<file path="src/rtl/softmax_pkg_16.sv">
// -----------------------------------------------------------------------------
// softmax_pkg_16
// Shared constants for the softmax result path:
//   DATA_SIZE / NUMBER_OF_DATA / FIFO_DEPTH : default geometry
//   ST_IDLE / ST_COLLECT / ST_DRAIN         : collector state encodings
//   cnt_width() / ptr_width()               : clog2-based width helpers
// -----------------------------------------------------------------------------
package softmax_pkg_16;

    localparam int DATA_SIZE      = 16;
    localparam int NUMBER_OF_DATA = 10;
    localparam int FIFO_DEPTH     = 4;

    localparam logic [1:0] ST_IDLE    = 2'd0;
    localparam logic [1:0] ST_COLLECT = 2'd1;
    localparam logic [1:0] ST_DRAIN   = 2'd2;

    // Element counter must be able to hold the value n itself.
    function automatic int cnt_width(input int n);
        return (n < 1) ? 1 : $clog2(n + 1);
    endfunction

    // FIFO pointer width: address bits plus one wrap bit.
    function automatic int ptr_width(input int depth);
        return $clog2(depth) + 1;
    endfunction

endpackage

</file>
<file path="src/rtl/sync_fifo_16.sv">
// -----------------------------------------------------------------------------
// sync_fifo_16
// Small single-clock FIFO holding paired result words plus their last bit
// (the MSB of each entry).
//   clock_i      in   clock, rising edge
//   reset_n_i    in   asynchronous active-low reset (empties the FIFO)
//   push_i       in   write push_data_i (ignored when full unless popping)
//   push_data_i  in   entry to write
//   pop_i        in   remove head entry (ignored when empty)
//   mark_last_i  in   set the MSB of the most recently written entry
//   head_o       out  head entry (combinational from the storage array)
//   full_o       out  FIFO full
//   empty_o      out  FIFO empty
//   count_o      out  number of stored entries
// -----------------------------------------------------------------------------
module sync_fifo_16 #(
    parameter int width = 33,
    parameter int depth = 4
) (
    input  logic                       clock_i,
    input  logic                       reset_n_i,
    input  logic                       push_i,
    input  logic [width-1:0]           push_data_i,
    input  logic                       pop_i,
    input  logic                       mark_last_i,
    output logic [width-1:0]           head_o,
    output logic                       full_o,
    output logic                       empty_o,
    output logic [$clog2(depth):0]     count_o
);

    localparam int AW = $clog2(depth);

    logic [width-1:0] mem_q [depth];
    logic [AW:0]      wr_ptr_q, wr_ptr_d;
    logic [AW:0]      rd_ptr_q, rd_ptr_d;
    logic [AW-1:0]    tail_idx;
    logic             do_push;
    logic             do_pop;

    // Wrap bit distinguishes full from empty when the address bits match.
    assign empty_o  = (wr_ptr_q == rd_ptr_q);
    assign full_o   = (wr_ptr_q[AW] != rd_ptr_q[AW]) &&
                      (wr_ptr_q[AW-1:0] == rd_ptr_q[AW-1:0]);
    assign count_o  = wr_ptr_q - rd_ptr_q;
    assign head_o   = mem_q[rd_ptr_q[AW-1:0]];
    assign tail_idx = wr_ptr_q[AW-1:0] - AW'(1);

    // A push into a full FIFO is still accepted when the head leaves the
    // same cycle; a pop from an empty FIFO is never valid.
    assign do_pop  = pop_i && !empty_o;
    assign do_push = push_i && (!full_o || do_pop);

    always_comb begin
        wr_ptr_d = wr_ptr_q;
        rd_ptr_d = rd_ptr_q;
        if (do_push) begin
            wr_ptr_d = wr_ptr_q + (AW+1)'(1);
        end
        if (do_pop) begin
            rd_ptr_d = rd_ptr_q + (AW+1)'(1);
        end
    end

    always_ff @(posedge clock_i or negedge reset_n_i) begin
        if (!reset_n_i) begin
            wr_ptr_q <= '0;
            rd_ptr_q <= '0;
        end else begin
            wr_ptr_q <= wr_ptr_d;
            rd_ptr_q <= rd_ptr_d;
        end
    end

    // Storage needs no reset: entries are only visible between the pointers.
    always_ff @(posedge clock_i) begin
        if (do_push) begin
            mem_q[wr_ptr_q[AW-1:0]] <= push_data_i;
        end else if (mark_last_i && !empty_o) begin
            mem_q[tail_idx][width-1] <= 1'b1;
        end
    end

endmodule

</file>
<file path="src/rtl/result_collector_16.sv">
// -----------------------------------------------------------------------------
// result_collector_16
// Collects the single-element result stream of the softmax exp stage, packs
// consecutive elements into 2*data_size words ({later, earlier}) and hands
// them to the host through a small FIFO with a valid/ready interface.
//   clock_i               in   clock, rising edge
//   reset_n_i             in   asynchronous active-low reset
//   collect_data_i        in   result element
//   collect_data_valid_i  in   element valid (no backpressure upstream)
//   collect_done_i        in   upstream finished the vector
//   collect_ready_i       in   host accepts collect_data_o
//   collect_data_o        out  paired word, low half = earlier element
//   collect_data_valid_o  out  paired word valid (FIFO not empty)
//   collect_last_o        out  final word of the vector
//   collect_busy_o        out  collector not idle
//   collect_short_o       out  sticky: vector ended early
//   collect_overflow_o    out  sticky: element or word dropped
// -----------------------------------------------------------------------------
module result_collector_16
    import softmax_pkg_16::*;
#(
    parameter int data_size      = DATA_SIZE,
    parameter int number_of_data = NUMBER_OF_DATA,
    parameter int fifo_depth     = FIFO_DEPTH
) (
    input  logic                     clock_i,
    input  logic                     reset_n_i,
    input  logic [data_size-1:0]     collect_data_i,
    input  logic                     collect_data_valid_i,
    input  logic                     collect_done_i,
    input  logic                     collect_ready_i,
    output logic [2*data_size-1:0]   collect_data_o,
    output logic                     collect_data_valid_o,
    output logic                     collect_last_o,
    output logic                     collect_busy_o,
    output logic                     collect_short_o,
    output logic                     collect_overflow_o
);

    localparam int CW = cnt_width(number_of_data);
    localparam int WW = 2 * data_size;
    localparam int EW = WW + 1;
    localparam int PW = ptr_width(fifo_depth);
    localparam logic [CW-1:0] N_LAST = CW'(number_of_data);

    logic [1:0]           state_q, state_d;
    logic [CW-1:0]        cnt_q, cnt_d;
    logic [data_size-1:0] half_q, half_d;
    logic                 half_valid_q, half_valid_d;
    logic                 short_q, short_d;
    logic                 overflow_q, overflow_d;

    logic                 accept;
    logic                 in_vector;
    logic                 close;
    logic [CW-1:0]        cnt_next;

    logic                 fifo_push;
    logic [EW-1:0]        fifo_push_data;
    logic                 fifo_pop;
    logic                 fifo_mark_last;
    logic [EW-1:0]        fifo_head;
    logic                 fifo_full;
    logic                 fifo_empty;
    logic [PW-1:0]        fifo_count;

    always_comb begin
        state_d        = state_q;
        cnt_d          = cnt_q;
        half_d         = half_q;
        half_valid_d   = half_valid_q;
        short_d        = short_q;
        overflow_d     = overflow_q;
        fifo_push      = 1'b0;
        fifo_push_data = '0;
        fifo_mark_last = 1'b0;

        fifo_pop  = !fifo_empty && collect_ready_i;
        accept    = collect_data_valid_i &&
                    (state_q == ST_IDLE || state_q == ST_COLLECT);
        // A vector is open in COLLECT, or in IDLE when its first element
        // arrives (so done on the very first element still closes it).
        in_vector = (state_q == ST_COLLECT) || accept;
        cnt_next  = cnt_q + CW'(accept);
        close     = in_vector && ((accept && cnt_next == N_LAST) || collect_done_i);

        if (accept && state_q == ST_IDLE) begin
            state_d    = ST_COLLECT;
            short_d    = 1'b0;
            overflow_d = 1'b0;
        end

        if (state_q == ST_DRAIN && collect_data_valid_i) begin
            overflow_d = 1'b1;
        end

        // Even index parks in the half register, odd index completes a pair.
        if (accept) begin
            cnt_d = cnt_next;
            if (!cnt_q[0]) begin
                half_d       = collect_data_i;
                half_valid_d = 1'b1;
            end else begin
                fifo_push      = 1'b1;
                fifo_push_data = {1'b0, collect_data_i, half_q};
                half_valid_d   = 1'b0;
            end
        end

        if (close) begin
            state_d      = ST_DRAIN;
            cnt_d        = '0;
            half_valid_d = 1'b0;
            if (accept && cnt_q[0]) begin
                fifo_push_data[WW] = 1'b1;
            end else if (accept) begin
                fifo_push      = 1'b1;
                fifo_push_data = {1'b1, {data_size{1'b0}}, collect_data_i};
            end else if (half_valid_q) begin
                fifo_push      = 1'b1;
                fifo_push_data = {1'b1, {data_size{1'b0}}, half_q};
            end else if (fifo_count > PW'(1) || (fifo_count == PW'(1) && !fifo_pop)) begin
                // Newest word is still queued and not leaving now: tag it.
                fifo_mark_last = 1'b1;
            end else begin
                // Newest word already gone (or leaving now): emit an empty
                // terminator so the host still sees last.
                fifo_push      = 1'b1;
                fifo_push_data = {1'b1, {WW{1'b0}}};
            end
            if (collect_done_i && cnt_next < N_LAST) begin
                short_d = 1'b1;
            end
        end

        // Dropped push. If it carried last, move last onto the queued tail
        // so the vector still terminates and DRAIN can exit.
        if (fifo_push && fifo_full && !fifo_pop) begin
            overflow_d = 1'b1;
            if (close) begin
                fifo_mark_last = 1'b1;
            end
        end

        if (state_q == ST_DRAIN && fifo_pop && fifo_head[WW]) begin
            state_d = ST_IDLE;
        end
    end

    always_ff @(posedge clock_i or negedge reset_n_i) begin
        if (!reset_n_i) begin
            state_q      <= ST_IDLE;
            cnt_q        <= '0;
            half_q       <= '0;
            half_valid_q <= 1'b0;
            short_q      <= 1'b0;
            overflow_q   <= 1'b0;
        end else begin
            state_q      <= state_d;
            cnt_q        <= cnt_d;
            half_q       <= half_d;
            half_valid_q <= half_valid_d;
            short_q      <= short_d;
            overflow_q   <= overflow_d;
        end
    end

    sync_fifo_16 #(
        .width (EW),
        .depth (fifo_depth)
    ) u_fifo (
        .clock_i     (clock_i),
        .reset_n_i   (reset_n_i),
        .push_i      (fifo_push),
        .push_data_i (fifo_push_data),
        .pop_i       (fifo_pop),
        .mark_last_i (fifo_mark_last),
        .head_o      (fifo_head),
        .full_o      (fifo_full),
        .empty_o     (fifo_empty),
        .count_o     (fifo_count)
    );

    // Mask the head while empty so the outputs read zero after reset.
    assign collect_data_valid_o = !fifo_empty;
    assign collect_data_o       = fifo_empty ? '0 : fifo_head[WW-1:0];
    assign collect_last_o       = !fifo_empty && fifo_head[WW];
    assign collect_busy_o       = (state_q != ST_IDLE);
    assign collect_short_o      = short_q;
    assign collect_overflow_o   = overflow_q;

endmodule

</file>
<file path="config.mk">
export PLATFORM = sky130hd
export DESIGN_NAME = result_collector_16
export DESIGN_NICKNAME = d
export VERILOG_FILES = /design/src/rtl/softmax_pkg_16.sv /design/src/rtl/sync_fifo_16.sv /design/src/rtl/result_collector_16.sv
export SDC_FILE = /design/constraint.sdc
export NUM_CORES = 1
export LEC_CHECK = 0
export CAP_MARGIN = 20
export CORE_MARGIN = 4
export CORE_UTILIZATION = 25
export CTS_CLUSTER_SIZE = 10
export DETAILED_ROUTE_END_ITERATION = 16
export GPL_ROUTABILITY_DRIVEN = 1
export PLACE_DENSITY = 0.41
export SYNTH_ARGS = -nofsm -noshare
export SYNTH_HDL_FRONTEND = slang
export SYNTH_HIERARCHICAL = 1
export SYNTH_SLANG_ARGS = --single-unit
</file>
<file path="constraint.sdc">
create_clock -name clock_i -period 7.4 [get_ports clock_i]
set_input_delay 1.11 -clock clock_i [delete_from_list [all_inputs] [get_ports clock_i]]
set_output_delay 1.11 -clock clock_i [all_outputs]
set_load 0.01 [all_outputs]
</file>
### Word level (Yosys, flattened, before mapping)

Memory sizes are Yosys's and may differ from the RTL's.
Index checks and enable logic that the tools add are counted.

* add/subtract/negate cells: 5
* magnitude comparators: 2
* equal/unequal tests: 7
* multiplexer cells: 45
* bitwise gates (word level): 1
* reductions and logical operators: 33

Operator list (number)
* 2-to-1 mux 33 bit: 5
* 2-to-1 mux 32 bit: 4
* OR reduction 33 bit: 1
* 2-to-1 mux 1 bit: 29
* logical AND 1 bit: 18
* 2-to-1 mux 2 bit: 5
* 2-to-1 mux 4 bit: 2
* adder 3 x 1 -> 3 bit, second input constant: 2
* nonzero test 3 bit: 2
* logical OR 1 bit: 5
* adder 4 x 1 -> 4 bit: 1
* equality test 4 bit, second input constant: 1
* < comparator 4 bit, second input constant: 1
* nonzero test 2 bit: 2
* equality test 3 x 1 -> 1 bit, second input constant: 1
* equality test 3 bit: 1
* > comparator 3 x 1 -> 1 bit, second input constant: 1
* logical NOT 1 bit: 3
* subtractor 3 bit: 1
* equality test 2 x 1 -> 1 bit, second input constant: 1
* equality test 2 bit: 1
* equality test 2 bit, second input constant: 1
* logical NOT 2 bit: 1
* AND reduction 2 bit: 1
* other kinds (3): 3

* flip-flop bits (word level): 31
* memory bits (writable): 132
* bits of input ports: 21
* output and inout bits: 37
* word-level logic and storage cells: 102
* memories kept: 1

Memories
* u_fifo.mem_q: words 4, width 33, rd ports 1, clocked after memory_dff 0, wr ports 1, line sync_fifo_16.sv:34 `logic [width-1:0] mem_q [depth];`

### Longest topological paths before layout

* depth in word-level cells: 20
* mapped depth: 14
* gate-level depth less buffers: 11

### Cells and area by module

Netlist, hierarchy kept.

By module, submodules not included
* sync_fifo_16: times used 1, cells each 258, area each 5541.6 µm², seq. area each 4113.9 µm²
* result_collector_16: times used 1, cells each 179, area each 1741.7 µm², seq. area each 625.6 µm²

### Worst setup path before layout

No wires, ideal clock.

* path kind: input to register
* from: in collect_data_valid_i
* to: mem u_fifo.mem_q[0][0], enable pin
* setup time: 0.461 ns
* arrival: 5.364 ns
* data required time: 6.939 ns
* path slack: 1.575 ns
* stages on the path: 12
* path buffers: 2
* cells stage by stage: nand2b_1 buf_6 inv_4 ha_1 ha_1 nand2_1 o41ai_1 a31o_1 inv_1 a21o_1 buf_6 nor3_1

* longest elaborated chain between the ends: 16
* elaborated cells on any way between the ends: 31
* those cells by class: 1 x add/sub; 1 x eq/ne; 18 x mux; 11 x reduce/logical

Ends and longest elaborated chain
* start, declared: line result_collector_16.sv:29 `input logic collect_data_valid_i,`
* logical AND 1 bit (*): line result_collector_16.sv:79 `accept = collect_data_valid_i &&`
* adder 4 x 1 -> 4 bit / 2-to-1 mux 1 bit (equally long branches): line result_collector_16.sv:84, result_collector_16.sv:98
* equality test 4 bit / 2-to-1 mux 1 bit (equally long branches): line result_collector_16.sv:85, result_collector_16.sv:122
* logical AND 1 bit / 2-to-1 mux 1 bit (equally long branches): line result_collector_16.sv:85, result_collector_16.sv:119
* logical OR 1 bit / 2-to-1 mux 1 bit (equally long branches): line result_collector_16.sv:85, result_collector_16.sv:116
* logical AND 1 bit / 2-to-1 mux 1 bit (equally long branches): line result_collector_16.sv:85, result_collector_16.sv:114
* 2-to-1 mux 1 bit (*): line result_collector_16.sv:110 `if (close) begin`
* via fifo_push: line result_collector_16.sv:58 `logic fifo_push;`
* logical AND 1 bit (2 in a row): line result_collector_16.sv:138 `if (fifo_push && fifo_full && !fifo_pop) begin`
* 2-to-1 mux 1 bit: line result_collector_16.sv:138
* logical AND 1 bit: line sync_fifo_16.sv:79 `end else if (mark_last_i && !empty_o) begin`
* 2-to-1 mux 1 bit: line sync_fifo_16.sv:79
* 2-to-1 mux 1 bit: line sync_fifo_16.sv:77 `if (do_push) begin`
* 2-to-1 mux 1 bit (implied by the code): line sync_fifo_16.sv:80 `mem_q[tail_idx][width-1] <= 1'b1;`
* OR reduction 33 bit (no line)
* 2-to-1 mux 2 bit (no line)
* end, declared: line sync_fifo_16.sv:34

Mark *: on every way through the listed nets, which the timed path passes. The rest lies on a longest branch.

### Worst setup path after layout

* from: in collect_data_valid_i
* to: mem u_fifo.mem_q[3][5], enable pin

The elaborated chain is that of the path after synthesis.

==> results.toml <==
[logic_synthesis]
yosysUniqueCellTypes = 58
ys_seq_area_share_pct = 65.1
syn_nets = 466
synth_compound_area_share_pct = 5.53
synth_area_sq_mm = 0.00728
synth-edff-count = 132
synth_seq_cells = 163
synthArstFlopShare_pct = 19.0
synthTopCellsByArea = "edfxtp_1, dfrtp_1, mux4_2"
synth_top_family_by_area = "multiplexers"
syn_avg_cell_area_sq_um = 16.7
synthFlopType = "edfxtp_1"
synth_top_area_share_pct = 54.4
yosys_warnings = 6
synth-simple-area-share_pct = 11.5
synth_top_cell_by_area = "edfxtp_1"
syn_inst = 437
synth_xor_area_share_pct = 0.945
synthAdderAreaFrac_pct = 1.48
synthMuxAreaShare_pct = 13.0

[clock_tree]
cts_root_buf = "clkbuf_16"
cts_setup_buffers = 0
clockBufferDepth = 2
clock-sinks = 163
cts_buffers = 17
htreeDepth = 4
cts_tree = "done"
clkTransAtPathRegs_ns = 0.06
holdBufCountCts = 0
cts_resized = 0
clock_latency_ns = 0.43

[placement]
gp_congestion = 0.728
numPortBuffers = 57
dpl_cell_area_sq_mm = 0.00833
dp_hpwl_mm = 10.2

[setup_path]
cp.required_ns = 7.53
crit_path_cell_trace = "clkdlybuf4s50_1 -> nand2b_1 -> inv_4 -> ha_1 -> ha_1 -> nand2_1 -> o41ai_1 -> a31o_1 -> inv_1 -> a21o_1 -> nor2_4 -> buf_12"
end_kind = "flop"
critical_path.top_delay_family = "compound AO/OA/AOI/OAI gates"
cp.arrival_ns = 5.17
cp-start-kind = "input pin"
criticalPathCategory = "input pin to flop"
crit_slowest_cell = "o41ai_1"
critPathMaxFanout = 21
cpMostUsedCell = "ha_1"
crit_buf_inv = 4
slowest_delay_ns = 0.74

[hold_path]
hp-class = "flop to flop"

[sta]
drv_slew = 0
rsz0062_at_grt = "false"
max-slew-margin-rel_pct = 42.4
layout_min_cycle_time_ns = 5.05
finalHoldViolations = 0
fin_skew_ns = 0.00977
setup_viol = 0
finalCritPeriodShare_pct = 68.2
max_freq_mhz = 198
worstMarginPinSlew_ns = 0.864
final.setup.tns_ns = 0

[grt]
grt_usage_pct = 10.8
grt_max_degree = 36
grt_overflow = 0
antenna_found_initial = 2
grt_pass1_vias = 4253
grt_pass1_wl_mm = 25.4

[detailed_routing]
wl_met3_um = 820
met1_length_mm = 7.23
post_drt_via_cell_ratio = 4.41
drtAntennaViolNets = 0
drt_pass1_iterations = 5
route.detailed.wl_per_inst_um = 18.3
vias = 3957
highest_layer = "met5"
wl_met2_mm = 8.23
wirelength_mm = 16.4
drtIter0Drc = 197
drcViolationCount = 0

[flow_run]
cap_violations = 0

[floorplan]
placementRows = 62
initial_core_util_pct = 25.4
io-pin-count = 58
fp.dieW_um = 179
die-height_um = 179
coreArea_sq_mm = 0.0287
dieArea_sq_mm = 0.0319

[pwr]
power.density_mw_per_mm2 = 411
totalPowerFinal_uw = 3660
peakVddDrop_v = 0.000175
p_leak_uw = 0.00306

[layout]
drive_above_1_share_pct = 26.5
area_growth_syn_to_layout_pct = 22.5
final_area_sq_mm = 0.00892
nets = 529

[outcome]
status = "complete, no violations"
cell usage after synthesis, types with 2 or more instances:
library cell,instances
mux4_2,33
clkbuf_1,10
xor2_1,2
nor2_1,10
nor2b_1,35
buf_6,7
o32ai_1,4
edfxtp_1,132
and2_1,20
a32o_1,2
nand2b_1,3
mux2_2,17
nor3_1,4
xnor2_1,4
ha_1,7
nor4_1,2
or2_2,2
a21oi_1,3
a22o_1,16
and2_4,28
nand3_1,3
o21ai_0,6
inv_1,9
nand2_1,11
buf_2,4
dfrtp_1,31
registers in the layout, indices dropped and copies added, names as in the netlist:
signal              count
collect_short_o         1
collect_overflow_o      1
cnt_q                   4
state_q                 2
half_valid_q            1
u_fifo/rd_ptr_q         3
u_fifo/mem_q          132
half_q                 16
u_fifo/wr_ptr_q         3
layout by cell type, fill, tap and decap left out, types with 9 or more instances in the layout:
master / n
a22o_1: 16
and2_1: 20
and2_4: 28
clkbuf_16: 17
clkdlybuf4s50_1: 57
dfrtp_1: 30
edfxtp_1: 132
inv_1: 9
mux2_2: 17
mux4_2: 33
nand2_1: 11
nor2b_1: 35
stage by stage:
stage / util (%) / setup WS [ns] / instances / hold slack, ns
after floorplan: - / 1.57 / 437 / 0.481
after global placement: 28.8 / 1.80 / 861 / 0.491
after detailed placement: 29.0 / 1.94 / 864 / 0.496
after CTS: 31.0 / 2.39 / 896 / 0.511
after global routing: 31.1 / 2.14 / 897 / 0.517
final: 31.1 / 2.35 / 898 / 0.506
final cells by class:
| class | instances | area, sq um |
|---|---|---|
| Fill cell | 2851 | 19800 |
| Clock inverter | 14 | 140 |
| Tap cell | 384 | 480 |
| Antenna cell | 1 | 2.50 |
| Inverter | 10 | 40.0 |
| Timing Repair Buffer | 66 | 696 |
| Clock buffer | 18 | 429 |
| Multi-Input combinational cell | 242 | 2400 |
| Sequential cell | 163 | 4740 |
worst register-to-register path, cell delays in order (launching register included):
cell,delay [ns]
dfrtp_1,0.43
nand2b_1,0.44
inv_4,0.13
ha_1,0.31
ha_1,0.37
nand2_1,0.16
o41ai_1,0.74
a31o_1,0.26
inv_1,0.08
a21o_1,0.32
nor2_4,0.49
buf_12,0.27
layer usage:
layer | track usage (%) | vias up
met5 | 0 | -
met4 | 2.65 | 2
met3 | 3.16 | 12
met2 | 18.2 | 84
met1 | 13.7 | 2054
li1 | - | 1805
final timing paths:
| check | from | cells past startpoint | to | slack (ns) |
|---|---|---|---|---|
| max in group asynchronous | reset_n_i | 2 | u_fifo/rd_ptr_q[0]$_DFFE_PN0P_ | 5.94 |
| hold / removal | half_q[4]$_DFFE_PN0P_ | 1 | half_q[4]$_DFFE_PN0P_ | 0.51 |
| setup reg to reg | state_q[1]$_DFFE_PN0P_ | 11 | u_fifo/mem_q[3][5]$_DFFE_PP_ | 3.09 |
| min in group asynchronous | reset_n_i | 2 | state_q[1]$_DFFE_PN0P_ | 1.11 |
| setup / recovery | collect_data_valid_i | 12 | u_fifo/mem_q[3][5]$_DFFE_PP_ | 2.35 |
| hold reg to reg | half_q[4]$_DFFE_PN0P_ | 1 | half_q[4]$_DFFE_PN0P_ | 0.51 |
cells by family (layout without fill, tap and decap cells):
kind of cell / after synthesis / after routing
AO/OA/AOI/OAI: 48 / 48
XOR/XNOR: 7 / 7
adder cells (fa/ha/maj): 8 / 8
buffers and inverters: 32 / 108
flip-flops: 163 / 163
multiplexers: 51 / 51
other: 0 / 1
AND/OR/NAND/NOR: 128 / 128
power by group:
part	internal [uW]	total, uW	leakage, uW	switching [uW]
combinational	782	1530	0.00119	751
sequential	1190	1280	0.00160	82.6
clock	448	853	0.000268	405
Note: power is estimated with default switching activity, not from simulation.
